**src/rtl/arm_hazard_pkg.sv**
```systemverilog
// Shared types for the decode-stage hazard interlock: destination-slot layout,
// the bubble constant and the interlock FSM states.
package arm_hazard_pkg;

  typedef struct packed {
    logic       rd_we;
    logic [3:0] rd_num;
    logic       alu_or_mac;
    logic       is_alu_for_mem_addr;
  } dest_slot_t;

  localparam dest_slot_t BUBBLE_SLOT = '{
    rd_we:               1'b0,
    rd_num:              4'd0,
    alu_or_mac:          1'b1,
    is_alu_for_mem_addr: 1'b0
  };

  typedef enum logic {
    S_RUN = 1'b0,
    S_MAC = 1'b1
  } hz_state_t;

endpackage

```
**src/rtl/arm_src_match.sv**
```systemverilog
// Masked N-way compare of decode source registers against one destination
// register number; hit_o is set when any enabled slot matches.
module arm_src_match #(
  parameter int NUM_SRC = 3
) (
  input  logic [4*NUM_SRC-1:0] src_num_i,
  input  logic [NUM_SRC-1:0]   src_mask_i,
  input  logic [3:0]           ref_num_i,
  output logic                 hit_o
);

  // OR-reduce the per-slot masked equality terms
  always_comb begin
    hit_o = 1'b0;
    for (int i = 0; i < NUM_SRC; i++) begin
      if (src_mask_i[i] && (src_num_i[4*i +: 4] == ref_num_i)) begin
        hit_o = 1'b1;
      end else begin
        hit_o = hit_o;
      end
    end
  end

endmodule

```
**src/rtl/arm_hazard_interlock.sv**
```systemverilog
// Owns the EX/MEM destination slots feeding forwarding and raises the decode
// stall for load-use and multi-cycle MAC hazards that forwarding cannot cover.
module arm_hazard_interlock
  import arm_hazard_pkg::*;
#(
  parameter int MAC_CYCLES = 3,
  parameter int NUM_SRC    = 3
) (
  input  logic                 clk,
  input  logic                 rst,
  input  logic                 id_valid,
  input  logic                 id_rd_we,
  input  logic [3:0]           id_rd_num,
  input  logic                 id_alu_or_mac,
  input  logic                 id_is_alu_for_mem_addr,
  input  logic [4*NUM_SRC-1:0] id_src_num,
  input  logic [NUM_SRC-1:0]   id_src_mask,
  input  logic                 flush,
  output logic                 stall_id,
  output logic                 mac_busy,
  output logic                 ex_rd_we,
  output logic [3:0]           ex_rd_num,
  output logic                 ex_alu_or_mac,
  output logic                 ex_is_alu_for_mem_addr,
  output logic                 mem_rd_we,
  output logic [3:0]           mem_rd_num
);

  localparam int CW = (MAC_CYCLES > 1) ? $clog2(MAC_CYCLES) : 1;
  localparam logic [CW-1:0] CNT_LOAD = CW'(MAC_CYCLES - 1);
  localparam logic [CW-1:0] CNT_ONE  = CW'(1);
  localparam logic          MAC_HOLD = (MAC_CYCLES > 1) ? 1'b1 : 1'b0;

  hz_state_t     state_q;
  logic [CW-1:0] cnt_q;
  dest_slot_t    ex_q;
  dest_slot_t    ex_d;
  logic          mem_rd_we_q;
  logic [3:0]    mem_rd_num_q;

  logic       ex_is_load_s;
  logic       src_hit_s;
  logic       load_use_s;
  logic       ex_kill_s;
  logic       mac_enter_s;
  dest_slot_t id_slot_s;
  logic       stall_s;

  assign ex_is_load_s = ex_q.rd_we & ex_q.alu_or_mac & ex_q.is_alu_for_mem_addr;

  arm_src_match #(
    .NUM_SRC (NUM_SRC)
  ) u_load_use_match (
    .src_num_i  (id_src_num),
    .src_mask_i (id_src_mask),
    .ref_num_i  (ex_q.rd_num),
    .hit_o      (src_hit_s)
  );

  assign load_use_s = id_valid & ex_is_load_s & src_hit_s;

  assign id_slot_s = '{
    rd_we:               id_rd_we,
    rd_num:              id_rd_num,
    alu_or_mac:          id_alu_or_mac,
    is_alu_for_mem_addr: id_is_alu_for_mem_addr
  };

  // Next EX contents while running; flush takes priority over load-use
  always_comb begin
    ex_kill_s   = flush | load_use_s | ~id_valid;
    ex_d        = BUBBLE_SLOT;
    mac_enter_s = 1'b0;
    if (ex_kill_s) begin
      ex_d        = BUBBLE_SLOT;
      mac_enter_s = 1'b0;
    end else begin
      ex_d        = id_slot_s;
      mac_enter_s = ~id_alu_or_mac & MAC_HOLD;
    end
  end

  // Decode stall: load-use while running, unconditional while a MAC holds EX
  always_comb begin
    stall_s = 1'b0;
    case (state_q)
      S_RUN:   stall_s = load_use_s & ~flush;
      S_MAC:   stall_s = 1'b1;
      default: stall_s = 1'b0;
    endcase
  end

  // Interlock FSM together with the EX/MEM slot registers
  always_ff @(posedge clk or posedge rst) begin
    if (rst) begin
      state_q      <= S_RUN;
      cnt_q        <= '0;
      ex_q         <= BUBBLE_SLOT;
      mem_rd_we_q  <= 1'b0;
      mem_rd_num_q <= 4'd0;
    end else begin
      case (state_q)
        S_RUN: begin
          mem_rd_we_q  <= ex_q.rd_we;
          mem_rd_num_q <= ex_q.rd_num;
          ex_q         <= ex_d;
          if (mac_enter_s) begin
            state_q <= S_MAC;
            cnt_q   <= CNT_LOAD;
          end else begin
            state_q <= S_RUN;
            cnt_q   <= cnt_q;
          end
        end
        S_MAC: begin
          // EX keeps the MAC; MEM sees bubbles until it leaves
          ex_q         <= ex_q;
          mem_rd_we_q  <= 1'b0;
          mem_rd_num_q <= 4'd0;
          cnt_q        <= cnt_q - CNT_ONE;
          if (cnt_q == CNT_ONE) begin
            state_q <= S_RUN;
          end else begin
            state_q <= S_MAC;
          end
        end
        default: begin
          state_q      <= S_RUN;
          cnt_q        <= '0;
          ex_q         <= BUBBLE_SLOT;
          mem_rd_we_q  <= 1'b0;
          mem_rd_num_q <= 4'd0;
        end
      endcase
    end
  end

  assign stall_id               = stall_s;
  assign mac_busy               = (state_q == S_MAC);
  assign ex_rd_we               = ex_q.rd_we;
  assign ex_rd_num              = ex_q.rd_num;
  assign ex_alu_or_mac          = ex_q.alu_or_mac;
  assign ex_is_alu_for_mem_addr = ex_q.is_alu_for_mem_addr;
  assign mem_rd_we              = mem_rd_we_q;
  assign mem_rd_num             = mem_rd_num_q;

endmodule

```
**config.mk**
```make
export PLATFORM = sky130hd
export DESIGN_NAME = arm_hazard_interlock
export DESIGN_NICKNAME = d
export VERILOG_FILES = /design/src/rtl/arm_hazard_pkg.sv /design/src/rtl/arm_src_match.sv /design/src/rtl/arm_hazard_interlock.sv
export SDC_FILE = /design/constraint.sdc
export NUM_CORES = 1
export LEC_CHECK = 0
export BUFFER_PORTS_ARGS = -buffer_cell sky130_fd_sc_hd__buf_2
export CORE_MARGIN = 4
export CORE_UTILIZATION = 43
export DETAILED_ROUTE_END_ITERATION = 10
export MAX_ROUTING_LAYER = met4
export PLACE_DENSITY_LB_ADDON = 0.08
export SYNTH_ARGS = -nofsm -noshare
export SYNTH_HDL_FRONTEND = slang
export SYNTH_SLANG_ARGS = --single-unit
export TNS_END_PERCENT = 10
```
**constraint.sdc**
```tcl
create_clock -name clk -period 1.95 [get_ports clk]
set_clock_uncertainty 0.15 [all_clocks]
set_input_delay 0.39 -clock clk [delete_from_list [all_inputs] [get_ports clk]]
set_output_delay 0.39 -clock clk [all_outputs]
set_load 0.01 [all_outputs]
```
* Word level (Yosys, flattened, before mapping)
Cells that the tools add are included.
** Cells by class
- Order comparisons :: 0
- Divide/modulo/power cells :: 0
- Multipliers :: 0
- $add $sub $neg :: 1
- Shifts and indexed selects :: 0
- Bitwise operators :: 11
- Reductions and logical operators :: 3
- Mux-type cells :: 14
- Equality and inequality tests :: 5
** Operators with widths (count)
- $mux 7 :: 2
- $eq 4x4->1 :: 3
- $pmux 4 s2 :: 1
- $mux 1 :: 6
- $pmux 1 s2 :: 3
- $and 1x1->1 :: 5
- $not 1->1 :: 4
- $pmux 2 s2 :: 1
- $logic_and 1x1->1 :: 3
- $eq 2x1->1 const B :: 1
- $mux 2 :: 1
- $ne 2x2->1 const B :: 1
- $or 1x1->1 :: 2
- $sub 2x1->2 const B :: 1
** Word-level totals
- Input bits :: 26
- Word-level logic and storage cells :: 42
- Bits in latches :: 0
- Output and inout bits :: 14
- Memories :: 0
- RAM bits :: 0
- Bits in read-only memories :: 0
- Register bits after elaboration :: 15

* Longest topological paths before layout
Gate-level depths: netlist (run 1).
- Word-level depth :: 11
- Gate-level depth with buffers :: 5
- Gate-level depth less buffers :: 5

* Cells and area by module
Synthesis (run 1) repeated with hierarchy kept, for this count alone.
** Unflattened totals
- Cell total of the unflattened synthesis :: 76
- Area total of the unflattened synthesis :: 850.8 um^2
** By module, submodules not included
- arm_hazard_interlock :: area each 710.7 um^2, cells an instance 57, sequential area each 376.6 um^2, times used 1
- arm_src_match :: area each 140.1 um^2, cells an instance 19, sequential area each 0.0 um^2, times used 1

* Least setup slack after synthesis (run 1)
No wires, ideal clock.
- Kind :: reg2out
- Start :: register ex_q (netlist bit ex_rd_num[1])
- End :: output stall_id
- Cell stages (with the launch flop) :: 6
- Setup slack :: -0.002 ns
- Data arrival time :: 1.412 ns
- Path through :: dfrtp_1 -> xnor2_1 -> nand3_1 -> o22ai_1 -> a31oi_1 -> o31ai_1
** Between the ends
- Longest elaborated chain between the ends :: 8
- Elaborated cells on any way between the ends :: 12
- Classes of those cells :: eq/ne: 3; mux: 4; bitwise: 2; reduce/logical: 3
** RTL lines
- start, declared :: RTL line arm_hazard_interlock.sv:36 : dest_slot_t ex_q;
- start signal, assigned :: RTL line arm_hazard_interlock.sv:117 : ex_q <= ex_q;
- $eq 4x4->1 :: RTL line arm_src_match.sv:16 : if (src_mask_i[i] && (src_num_i[4*i +: 4] == ref_num_i)) begin
- $logic_and 1x1->1 :: RTL line arm_src_match.sv:16
- $mux 1 (2 in series) :: RTL line arm_src_match.sv:16
- $mux 1 * :: RTL line arm_src_match.sv:16
- $and 1x1->1 * :: RTL line arm_hazard_interlock.sv:60 : assign load_use_s = id_valid & ex_is_load_s & src_hit_s;
- $and 1x1->1 * :: RTL line arm_hazard_interlock.sv:87 : S_RUN: stall_s = load_use_s & ~flush;
- $pmux 1 s2 * :: RTL line arm_hazard_interlock.sv:86 : case (state_q)
- end, declared :: RTL line arm_hazard_interlock.sv:19 : output logic stall_id,
Mark *: on every way between the ends. The rest lies on a longest branch, timed or not.

* Worst setup path in the final report (run 1)
- Start :: register ex_q (netlist bit ex_rd_num[0])
- End :: output stall_id
Same word-level chain as after synthesis.

==> results of run 1 <==
state kept, by name, summed over array words and instances, names as in the netlist:
name and cells:
mem_rd_we 1, cnt_q 2, mem_rd_num 4, ex_is_alu_for_mem_addr 1, ex_rd_we 1, ex_rd_num 4
ex_alu_or_mac 1, mac_busy 1
critical path: cells and delay by family, from the launching register on:
| family | cells | cell delay [ps] |
|---|---|---|
| DFF | 1 | 470 |
| AOI/OAI and AO/OA | 3 | 450 |
| buffers and inverters | 1 | 160 |
| xor gates and xnor gates | 1 | 150 |
| and+or+nand+nor | 1 | 90 |
through the flow:
stage                     hold WS, ps  utilization (%)
after floorplan                   141                -
after global placement            311             64.2
final                           -12.5             69.0
after detailed placement          312             64.2
after CTS                        5.48             68.5
after global routing             33.5             69.0
path summary, 6_finish.rpt:
| check | to | startpoint | slack [ps] |
|---|---|---|---|
| max | stall_id | ex_rd_num[0] | -190 |
| min reg2reg | ex_alu_or_mac | ex_alu_or_mac | 400 |
| min in group clk | ex_rd_num[0] | id_rd_num[0] | 160 |
| min | mem_rd_num[2] | rst | -10 |
| max reg2reg | cnt_q[1] | ex_rd_num[3] | 160 |
| max in group asynchronous | ex_rd_num[1] | rst | 1270 |
cell families (layout without fill, tap and decap cells):
group                      count (synthesis)  after routing
adders and majority gates                  1              1
DFF                                       15             15
buffers and inverters                      5             55
and+or+nand+nor                           16             16
AOI/OAI and AO/OA                         16             16
xor gates and xnor gates                  13             13
metal layers:
layer | part of all wire [%] | vias to the layer above | track usage (%) | wire [microns]
li1 | - | 334 | - | -
met1 | 41 | 320 | 18.4 | 788
met2 | 54 | 19 | 28.2 | 1040
met3 | 4.0 | 2 | 2.71 | 76
met4 | 0.68 | 0 | 4.15 | 13
met5 | 0 | - | - | 0
cells in the mapped netlist (3+ instances only):
cell     count
xor2_1       4
nand2_1      3
nand3_1      3
nor2b_1      5
dfrtp_1     14
xnor2_1      9
inv_1        3
a22o_1       6
layout make-up:
type	instances	area [sq um]	share of cell area [%]
clock buffers	3	22.5	2.07
repair buffers	47	255	23.4
multi-input cells	46	389	35.7
flip-flops and latches	15	382	35.1
clock inverters	1	5.00	0.460
inverters	4	15.0	1.38
well taps	16	20.0	1.84
report_power, final:
| group | leakage [nW] | switching, mW | internal (mW) |
|---|---|---|---|
| registers | 0.189 | 0.0735 | 0.408 |
| clock network | 0.0177 | 0.100 | 0.0762 |
| logic | 0.363 | 0.267 | 0.274 |
| total | 0.571 | 0.441 | 0.759 |
what timing repair did:
item | CTS | global route
pin swaps | 8 | 2
buffers inserted | 2 | 0
setup endpoints to repair | 1 | 1
gates resized for setup | 6 | 2
==> results_dict.tcl, run 1 <==
set metrics [dict create \
    grt_pass1_wl_mm 2.98 \
    yosys.area_share.simple_pct 12.3 \
    drc 0 \
    layout.cells.non_filler 132 \
    die_h_microns 49.8 \
    n_fill_cell 127 \
    peakVddDrop_uv 741 \
    cts_max_path_buffers 2 \
    crit_fanout 5 \
    fmax_mhz 467 \
    crit_chain "xnor2_2 -> nand2_1 -> o22ai_2 -> a31oi_1 -> o31ai_2 -> buf_2" \
    clock_latency_ps 280 \
    postSynthAreaPerCell_sq_um 11.4 \
    slew_viol_final 0 \
    boundaryPins 40 \
    areaGrowthSynthToFinish_pct 45.0 \
    max_stage_delay_ps 470 \
    synth_top_family_by_area "compound AO/OA/AOI/OAI gates" \
    yosysUniqueCellTypes 27 \
    yosysTopAreaCellShare_pct 46.7 \
    setup_viol 1 \
    grt_pass1_vias 677 \
    gp_congestion 0.742 \
    failed_checks "hold timing, setup timing" \
    hold_class "input pin to asynchronous set/reset pin" \
    min_period_ps 2140 \
    status "finished, violations left" \
    p_per_area_mw_per_mm2 1100 \
    start_util_pct 47.6 \
    cts_tree "built" \
    core.rowCount 14 \
    leakagePower_nw 0.571 \
    tightestPinTransition_ps 555 \
    cts_max_level 1 \
    finalNetCount 144 \
    synth-compound-area-share_pct 18.2 \
    syn-num-nets 93 \
    crit_arrival_ps 1600 \
    ant_nets 0 \
    relSlewSlack_pct 63.0 \
    dp_cells 126 \
    rr_worst_depth 6 \
    period_share_pct 110 \
    final_common_cell "buf_2" \
    design_area_sq_mm 0.00109 \
    syn_inst 66 \
    ys_top_cells_by_area "dfrtp_1, xnor2_1, a22o_1" \
    crit_path_end_kind "primary output" \
    finalPower_mw 1.20 \
    async_flop_share_pct 100 \
    rsz0062_at_grt "yes" \
    cp.required_ps 1410 \
    vias_per_cell 5.11 \
    fin_hold_ws_ps -12.5 \
    synth.mux.area_fraction_pct 0 \
    ys_seq_area_share_pct 50.2 \
    port_buffers 39 \
    netlist_area_sq_um 751 \
    pre_cts_ws_ps 3.41 \
    layout_common_cells "buf_2, dfrtp_1, buf_4" \
    clk_pin_slew_ps 90 \
    cts_sinks 15 \
    synthAdderAreaFrac_pct 1.67 \
    die_width_microns 49.8 \
    dr.pass1.iters 4 \
    drive_gt1_share_pct 56.0 \
    drt-initial-drc-count 25 \
    ys.flop_type "dfrtp_1" \
    yosysWarnings 0 \
    hold_buffers 0 \
    cts_root_buf "clkbuf_4" \
    hold_violations 14 \
    grt_usage_pct 15.9 \
    core-area_sq_mm 0.00158 \
    synth_edf_count 0 \
    maxCapViolCount 0 \
    overflow 0 \
    wirelength_mm 1.92 \
    dieArea_sq_mm 0.00248 \
    dpl_cell_area_sq_mm 0.00101 \
    tns_ps -193 \
    yosys.area.top_type "dfrtp_1" \
    cp_slowest_cell "dfrtp_2" \
    synthXorXnorAreaFrac_pct 15.2 \
    timing.final.ws_setup_ps -193 \
    wl_per_cell_microns 14.5 \
    antenna_found_initial 0 \
    vias 675 \
    synth-seq-cells 15 \
    cp-start-kind "flip-flop" \
    worstSetupPathType "flip-flop to primary output" \
    grt_max_degree 16 \
    antenna_cells 0 \
    cts_buffers 3 \
    hpwl_mm 1.47 \
]
No activity file was read; power rests on OpenSTA's default activity.
==> inputs of run 2 (changes only) <==
CORE_UTILIZATION = 39   (was 43)
CTS_CLUSTER_SIZE = 20   (was unset)
SKIP_CTS_REPAIR_TIMING = 1   (was unset)
clock period = 1.9 ns   (was 1.95 ns; I/O delays follow)
==> run 2 against run 1 <==
  * The flow still finishes with violations (hold timing, setup timing)
  * Critical path depth is the same
  * Die area up 8.6%
  * Via count shrank 2.4%
  * Power about the same
  * Routed wire length fell by 9.6%
  * Utilization decreased by 8.8 points
  * Combinational power decreased by 2%
  * Largest power group unchanged
==> results_dict.tcl, run 2 (synthesis results as in run 1) <==
set metrics [dict create \
    p_per_area_mw_per_mm2 1120 \
    dr.pass1.iters 3 \
    rsz0062_at_grt "yes" \
    grt_max_degree 16 \
    switching_share_pct 36.1 \
    clock_latency_ps 280 \
    hpwl_mm 1.40 \
    hold_class "input pin to asynchronous set/reset pin" \
    pwr-share-seq_pct 41.1 \
    wirelength_mm 1.73 \
    gp_congestion 0.760 \
    fmax_mhz 468 \
    crit_path_end_kind "primary output" \
    period_share_pct 112 \
    crit_chain "xnor2_1 -> nand3_1 -> o22ai_2 -> a31oi_1 -> o31ai_2 -> buf_2" \
    core-area_sq_mm 0.00178 \
    clk_pin_slew_ps 90 \
    cts_max_level 1 \
    vias_per_cell 4.74 \
    cp.required_ps 1370 \
    boundaryPins 40 \
    cts_root_buf "clkbuf_4" \
    finalNetCount 142 \
    worstSetupPathType "flip-flop to primary output" \
    drc 0 \
    r2r_slack_ps 110 \
    drive_gt1_share_pct 52.6 \
    tightestPinTransition_ps 556 \
    antenna_cells 0 \
    ant_nets 0 \
    failed_checks "hold timing, setup timing" \
    cp-start-kind "flip-flop" \
    status "finished, violations left" \
    leakagePower_nw 0.556 \
    die_h_microns 51.9 \
    fin_hold_ws_ps -12.5 \
    internal-power_mw 0.767 \
    n_fill_cell 165 \
    timing.final.ws_setup_ps -235 \
    relSlewSlack_pct 62.9 \
    areaGrowthSynthToFinish_pct 43.2 \
    clkPwrFrac_pct 14.6 \
    cts_tree "built" \
    core.rowCount 15 \
    crit_arrival_ps 1600 \
    dieArea_sq_mm 0.00269 \
    hold_violations 14 \
    power.switching_mw 0.432 \
    antenna_found_initial 0 \
    die_width_microns 51.9 \
    crit_path_start "ex_rd_num[1]" \
    cts_max_path_buffers 2 \
    r2r-end "cnt_q[1]" \
    crit_fanout 4 \
    drt-initial-drc-count 1 \
    slew_viol_final 0 \
    cts_buffers 3 \
    vias 659 \
    max_stage_delay_ps 440 \
    grt_usage_pct 14.6 \
    setup_viol 1 \
    timing.rr.start "ex_rd_num[3]" \
    maxCapViolCount 0 \
    overflow 0 \
    grt_pass1_wl_mm 2.84 \
    final_common_cell "buf_2" \
    fin_util_pct 60.3 \
    pwr-share-comb_pct 44.3 \
    peakVddDrop_uv 789 \
    start_util_pct 42.1 \
    min_period_ps 2130 \
    finalPower_mw 1.20 \
    cp_slowest_cell "dfrtp_1" \
    cts_sinks 15 \
    grt_pass1_vias 610 \
    rr_worst_depth 6 \
    tns_ps -235 \
    port_buffers 39 \
    layout_common_cells "buf_2, dfrtp_1, xnor2_1" \
    wl_per_cell_microns 12.5 \
    crit_end "stall_id" \
]
[run 2: critical path: cells and delay by family, from the launching register on]
family / cells / cell delay, ps
flip-flops: 1 / 440
XOR/XNOR: 1 / 180
buffers and inverters: 1 / 160
AND/OR/NAND/NOR: 1 / 100
AO/OA/AOI/OAI: 3 / 450
[run 2: worst min path at each step]
stage               from             to
floorplan            rst       cnt_q[0]
global placement     rst  mem_rd_num[2]
detailed placement   rst  mem_rd_num[3]
CTS                  rst  mem_rd_num[3]
global route         rst  mem_rd_num[2]
finish               rst   ex_rd_num[1]
[run 2: final cells by class]
cell class | instances | area, sq um | area share (%)
Timing Repair Buffer | 45 | 240 | 22.4
Inverter | 4 | 15.0 | 1.40
Tap cell | 25 | 31.3 | 2.91
Sequential cell | 15 | 380 | 35.4
Clock buffer | 4 | 26.3 | 2.44
Multi-Input combinational cell | 46 | 382 | 35.5
[run 2: metal layers]
layer  up-vias  global-route usage, %  part of all wire, %
met5         -                      -                    0
met4         0                   1.31                    0
met3         0                   6.02                  7.7
met2        23                   23.8                   50
met1       302                   17.6                   42
li1        334                      -                    -
[run 2: power by group through the flow]
| stage | combinational [mW] | sequential (mW) | clock, mW |
|---|---|---|---|
| 6_report | 0.531 | 0.493 | 0.175 |
| 5_1_grt | 0.592 | 0.504 | 0.207 |
| 4_1_cts | 0.518 | 0.492 | 0.182 |
| 3_5_place_dp | 0.513 | 0.498 | 0 |
| 3_3_place_gp | 0.504 | 0.495 | 0 |
| 2_1_floorplan | 0.270 | 0.535 | 0 |
[run 2: per-stage QoR]
step / worst slack, ps / instance area (sq um) / cells
after floorplan: 25.7 / 756 / 66
after global routing: -369 / 1070 / 139
after global placement: 11.0 / 1020 / 134
final: -235 / 1070 / 139
after detailed placement: -16.6 / 1020 / 134
after CTS: -323 / 1040 / 138
